[src/rtl/lsu_pkg.sv]
// Shared types for the load/store unit: FSM state encoding and access-size codes.
package lsu_pkg;

  typedef enum logic [1:0] {
    IDLE  = 2'b00,
    READ  = 2'b01,
    WRITE = 2'b10,
    RESP  = 2'b11
  } lsu_state_e;

  localparam logic [1:0] SIZE_B = 2'b00;
  localparam logic [1:0] SIZE_H = 2'b01;
  localparam logic [1:0] SIZE_W = 2'b10;

endpackage

[src/rtl/lsu_data_align.sv]
// Byte-order swap of the memory word, load extraction/extension and store merge.
module lsu_data_align
  import lsu_pkg::*;
(
  input  logic [31:0] mem_rdata,
  input  logic [31:0] word_le,
  input  logic [1:0]  size,
  input  logic        is_unsigned,
  input  logic [31:0] wdata,
  output logic [31:0] le_word,
  output logic [31:0] load_data,
  output logic [31:0] store_data
);

  // Memory presents the lowest-addressed byte in the top lane.
  assign le_word = {mem_rdata[7:0], mem_rdata[15:8], mem_rdata[23:16], mem_rdata[31:24]};

  always_comb begin
    load_data  = word_le;
    store_data = wdata;
    case (size)
      SIZE_B: begin
        load_data  = {{24{~is_unsigned & word_le[7]}}, word_le[7:0]};
        store_data = {word_le[31:8], wdata[7:0]};
      end
      SIZE_H: begin
        load_data  = {{16{~is_unsigned & word_le[15]}}, word_le[15:0]};
        store_data = {word_le[31:16], wdata[15:0]};
      end
      default: begin
        load_data  = word_le;
        store_data = wdata;
      end
    endcase
  end

endmodule

[src/rtl/load_store_unit.sv]
// Single-outstanding load/store unit: request capture, access FSM and response generation.
// Sub-word stores do a read-modify-write so memory always sees full-word writes.
module load_store_unit
  import lsu_pkg::*;
#(
  parameter int MEM_BYTES = 512
) (
  input  logic        clock,
  input  logic        reset,
  input  logic        req_valid,
  output logic        req_ready,
  input  logic        req_we,
  input  logic [1:0]  req_size,
  input  logic        req_unsigned,
  input  logic [31:0] req_addr,
  input  logic [31:0] req_wdata,
  output logic        resp_valid,
  output logic [31:0] resp_rdata,
  output logic        resp_err,
  output logic [31:0] mem_addr,
  output logic        mem_wen,
  output logic [31:0] mem_wdata,
  input  logic [31:0] mem_rdata
);

  localparam logic [31:0] LAST_ADDR = 32'(MEM_BYTES - 4);

  lsu_state_e  state_q, state_d;
  logic        we_q, we_d;
  logic [1:0]  size_q, size_d;
  logic        unsigned_q, unsigned_d;
  logic [31:0] addr_q, addr_d;
  logic [31:0] wdata_q, wdata_d;
  logic        err_q, err_d;
  logic [31:0] word_q, word_d;

  logic        req_err;
  logic [31:0] le_word;
  logic [31:0] load_data;
  logic [31:0] store_data;

  lsu_data_align u_align (
    .mem_rdata  (mem_rdata),
    .word_le    (word_q),
    .size       (size_q),
    .is_unsigned(unsigned_q),
    .wdata      (wdata_q),
    .le_word    (le_word),
    .load_data  (load_data),
    .store_data (store_data)
  );

  assign req_err = (req_size == 2'b11)
                 || ((req_size == SIZE_H) && req_addr[0])
                 || ((req_size == SIZE_W) && (req_addr[1:0] != 2'b00))
                 || (req_addr > LAST_ADDR);

  always_comb begin
    state_d    = state_q;
    we_d       = we_q;
    size_d     = size_q;
    unsigned_d = unsigned_q;
    addr_d     = addr_q;
    wdata_d    = wdata_q;
    err_d      = err_q;
    word_d     = word_q;
    req_ready  = 1'b0;
    case (state_q)
      IDLE: begin
        req_ready = 1'b1;
        if (req_valid) begin
          we_d       = req_we;
          size_d     = req_size;
          unsigned_d = req_unsigned;
          addr_d     = req_addr;
          wdata_d    = req_wdata;
          err_d      = req_err;
          if (req_err)                           state_d = RESP;
          else if (req_we && req_size == SIZE_W) state_d = WRITE;
          else                                   state_d = READ;
        end
      end
      READ: begin
        word_d  = le_word;
        state_d = we_q ? WRITE : RESP;
      end
      WRITE:   state_d = RESP;
      default: state_d = IDLE;
    endcase
  end

  always_ff @(posedge clock or posedge reset) begin
    if (reset) begin
      state_q    <= IDLE;
      we_q       <= 1'b0;
      size_q     <= 2'b00;
      unsigned_q <= 1'b0;
      addr_q     <= 32'h0;
      wdata_q    <= 32'h0;
      err_q      <= 1'b0;
      word_q     <= 32'h0;
    end else begin
      state_q    <= state_d;
      we_q       <= we_d;
      size_q     <= size_d;
      unsigned_q <= unsigned_d;
      addr_q     <= addr_d;
      wdata_q    <= wdata_d;
      err_q      <= err_d;
      word_q     <= word_d;
    end
  end

  // Outputs decode straight from the state flop, so reset drops mem_wen immediately.
  assign resp_valid = (state_q == RESP);
  assign resp_err   = (state_q == RESP) && err_q;
  assign resp_rdata = ((state_q == RESP) && !err_q && !we_q) ? load_data : 32'h0;
  assign mem_addr   = ((state_q == READ) || (state_q == WRITE)) ? addr_q : 32'h0;
  assign mem_wen    = (state_q == WRITE);
  assign mem_wdata  = (state_q == WRITE) ? store_data : 32'h0;

endmodule

[config.mk]
export PLATFORM = sky130hd
export DESIGN_NAME = load_store_unit
export DESIGN_NICKNAME = d
export VERILOG_FILES = /design/src/rtl/lsu_pkg.sv /design/src/rtl/lsu_data_align.sv /design/src/rtl/load_store_unit.sv
export SDC_FILE = /design/constraint.sdc
export NUM_CORES = 1
export LEC_CHECK = 0
export ABC_AREA = 1
export CAP_MARGIN = 20
export CORE_ASPECT_RATIO = 1.1
export CORE_MARGIN = 4
export CORE_UTILIZATION = 35
export DETAILED_ROUTE_END_ITERATION = 8
export GPL_TIMING_DRIVEN = 1
export MAX_ROUTING_LAYER = met4
export PLACE_DENSITY = 0.68
export SKIP_CTS_REPAIR_TIMING = 1
export SLEW_MARGIN = 20
export SYNTH_ARGS = -nofsm -noshare
export SYNTH_HDL_FRONTEND = slang
export SYNTH_HIERARCHICAL = 1
export SYNTH_SLANG_ARGS = --single-unit
[constraint.sdc]
create_clock -name clock -period 9.6 [get_ports clock]
set_input_delay 2.4 -clock clock [delete_from_list [all_inputs] [get_ports clock]]
set_output_delay 2.4 -clock clock [all_outputs]
set_load 0.01 [all_outputs]
==> insert_results.sql <==
INSERT INTO impl_metrics (metric_group, metric, value, unit) VALUES
('global_route', 'track_usage', '16.83', '%'),
('placed_design', 'numPortBuffers', '202', ''),
('floorplanning', 'floorplan.die.width', '131.8', 'µm'),
('logic_synthesis', 'synth_sequential_area_ratio', '43.65', '%'),
('run', 'number_of_max_capacitance_violations_reported', '0', ''),
('setup_path', 'critical_path.reg2reg.startpoint', 'state_q[1]$_DFFE_PP0P_', ''),
('detailed_routing', 'wire_per_inst', '13.43', 'µm'),
('logic_synthesis', 'synth_top_area_share', '43.65', '%'),
('clock_network', 'cts_tree', 'built', ''),
('global_route', 'grt_max_degree', '81', ''),
('power_and_ir_drop', 'switching_power', '0.9249', 'mW'),
('sta', 'max_freq', '203.4', 'MHz'),
('logic_synthesis', 'yosys_warnings', '6', ''),
('setup_path', 'worst-endpoint-required', '7.20', 'ns'),
('global_route', 'initial_antenna_violation_count', '1', ''),
('clock_network', 'clock_sink_total', '103', ''),
('global_route', 'wire_length_of_the_first_global_routing_pass', '25080', 'µm'),
('logic_synthesis', 'mappedNetlistArea', '5904', 'µm²'),
('logic_synthesis', 'postSynthRegisterBits', '103', ''),
('final_layout', 'final_nets', '1050', ''),
('placed_design', 'post-dp-hpwl', '10820', 'µm'),
('global_route', 'grt_util_met1', '20.84', '%'),
('global_route', 'grt.met2_usage', '28.10', '%'),
('logic_synthesis', 'synth_commonest_cells', 'nand2_1 (319), inv_1 (134), dfrtp_1 (103), nor2_1 (54), buf_4 (50)', ''),
('logic_synthesis', 'asyncSetResetFlopFracSynth', '100.0', '%'),
('status', 'outcome', 'finished clean', ''),
('detailed_routing', 'drt-initial-drc-count', '222', ''),
('floorplanning', 'floorplan.rows', '49', ''),
('final_layout', 'nFillCells', '1651', ''),
('final_layout', 'drive_gt1_share', '6.857', '%'),
('logic_synthesis', 'synth_largest_area_cell', 'dfrtp_1', ''),
('logic_synthesis', 'synth_fp_nets', '920', ''),
('final_layout', 'finish.cell_count_without_fillers', '1153', ''),
('setup_path', 'critical_path_endpoint_category', 'primary output', ''),
('logic_synthesis', 'ys.flop_type', 'dfrtp_1', ''),
('global_route', 'grt-busiest-layer', 'met2', ''),
('sta', 'final-hold-violation-count', '0', ''),
('logic_synthesis', 'average_cell_area_after_synthesis', '7.263', 'µm²'),
('sta', 'tns', '0', 'ns'),
('power_and_ir_drop', 'combinationalPowerShare', '51.5', '%'),
('clock_network', 'clk-insertion-delay-late', '0.34', 'ns'),
('placed_design', 'routabilityCongestion', '0.8207', ''),
('detailed_routing', 'wl', '15490', 'µm'),
('detailed_routing', 'routed-via-count', '5037', ''),
('clock_network', 'h_tree_levels', '3', ''),
('global_route', 'number_of_global_route_vias_before_repair', '5008', ''),
('setup_path', 'critical_path_class', 'reg -> out', ''),
('detailed_routing', 'drc', '0', ''),
('hold_path', 'min-delay-path-class', 'reg -> reg', ''),
('power_and_ir_drop', 'leakage', '4.256', 'nW'),
('global_route', 'total_overflow_reported_by_the_global_router', '0', ''),
('setup_path', 'worst_setup_path_startpoint', 'state_q[0]$_DFFE_PP0P_', ''),
('power_and_ir_drop', 'power.share.sequential', '33.7', '%'),
('power_and_ir_drop', 'clockPowerShare', '14.9', '%'),
('floorplanning', 'die_area', '19010', 'µm²'),
('power_and_ir_drop', 'internal-power', '1.397', 'mW'),
('sta', 'period_needed', '4.915', 'ns'),
('global_route', 'grt_util_met3', '4.697', '%'),
('floorplanning', 'num_io_pins', '203', ''),
('detailed_routing', 'drtPass1Iterations', '4', ''),
('setup_path', 'critPathMaxFanout', '20', ''),
('sta', 'final_critical_path_setup_slack', '4.685', 'ns'),
('floorplanning', 'initial_utilization', '35.94', '%'),
('hold_path', 'min_from', 'wdata_q[30]$_DFFE_PP0P_', ''),
('logic_synthesis', 'post_synth_main_area_contributors', 'dfrtp_1 (44%), nand2_1 (20%), inv_1 (8.5%), buf_4 (6.4%), mux2_2 (6.1%)', ''),
('logic_synthesis', 'syn_inst', '813', ''),
('floorplanning', 'core_area', '16430', 'µm²'),
('final_layout', 'area_growth', '34.41', '%'),
('power_and_ir_drop', 'swShare', '39.83', '%'),
('setup_path', 'critical_path.startpoint_type', 'flip-flop', ''),
('power_and_ir_drop', 'p_per_area', '292.6', 'nW/µm²');
-- sequential cells by signal, indices dropped and copies added (netlist names) --
signal / count
addr_q: 32
err_q: 1
size_q: 2
state_q: 2
unsigned_q: 1
wdata_q: 32
we_q: 1
word_q: 32
-- worst paths after layout --
check                                           to  slack [ns]  depth (start not counted)
max                                  mem_wdata[28]        4.68                          6
min                        wdata_q[30]$_DFFE_PP0P_        0.48                          2
max reg2reg                 word_q[16]$_DFFE_PP0N_        7.76                          3
min reg2reg                wdata_q[30]$_DFFE_PP0P_        0.48                          2
max in group asynchronous    size_q[1]$_DFFE_PP0P_        5.85                          3
min in group asynchronous   addr_q[27]$_DFFE_PP0P_        2.43                          2
-- worst max-delay path: stages, from the launching register on --
cell and delay [ns]:
dfrtp_1 0.42, inv_1 0.10, ha_1 0.58, buf_4 0.38, nand2_1 0.08, inv_1 0.05, clkdlybuf4s50_1 0.55
-- power groups by stage --
stage	clock, mW	sequential, mW	combinational, mW
after floorplan	0	0.740	0.846
after global placement	0	0.788	1.19
after detailed placement	0	0.787	1.21
after CTS	0.359	0.783	1.22
after global routing	0.379	0.812	1.37
final	0.345	0.781	1.20
-- cells by family (layout without fill, tap and decap cells) --
kind of cell               count (synthesis)  after routing  synth area share, %
and+or+nand+nor                          404            404                26.89
buffers and inverters                    224            359                18.58
DFF                                      103            103                43.65
AOI/OAI and AO/OA                         46             46                3.920
muxes                                     32             32                6.103
adders and majority gates                  4              4               0.8477
other                                      0              1                    0
-- metal layers --
metal	up-vias	share of wire, %
li1	2610	-
met1	2272	46
met2	148	47
met3	7	6.2
met4	0	0.81
met5	-	0
-- metrics by stage --
| stage | total power, mW | util, % | area (µm²) | hold WS (ns) |
|---|---|---|---|---|
| 2_1_floorplan | 1.586 | - | 5904 | 0.4425 |
| 3_3_place_gp | 1.977 | 46.47 | 7635 | 0.4580 |
| 3_5_place_dp | 1.997 | 46.47 | 7635 | 0.4618 |
| 4_1_cts | 2.358 | 48.15 | 7911 | 0.4839 |
| 5_1_grt | 2.557 | 48.30 | 7936 | 0.5016 |
| 6_report | 2.322 | 48.30 | 7936 | 0.4794 |
-- area by class of cell --
cell class	instances	area, µm²	share of cell area (%)
Antenna cell	1	2.502	0.03153
Clock buffer	12	246.5	3.106
Clock inverter	4	30.03	0.3784
Inverter	135	509.2	6.417
Multi-Input combinational cell	486	2235	28.16
Sequential cell	103	2579	32.49
Tap cell	204	255.2	3.216
Timing Repair Buffer	208	2079	26.20
-- cell usage in the layout, fill, tap and decap left out, types with 2 or more instances in the layout --
| cell | n |
|---|---|
| inv_1 | 133 |
| nand2_1 | 319 |
| buf_4 | 5 |
| mux2_2 | 32 |
| nor2_1 | 54 |
| nor3_1 | 2 |
| o21ai_0 | 44 |
| dfrtp_1 | 102 |
| clkbuf_16 | 9 |
| nand2_2 | 2 |
| ha_2 | 2 |
| nor2_2 | 4 |
| ha_1 | 2 |
| clkbuf_1 | 2 |
| clkdlybuf4s50_1 | 202 |
| nand3_1 | 19 |
Note: power is estimated with default switching activity, not from simulation.
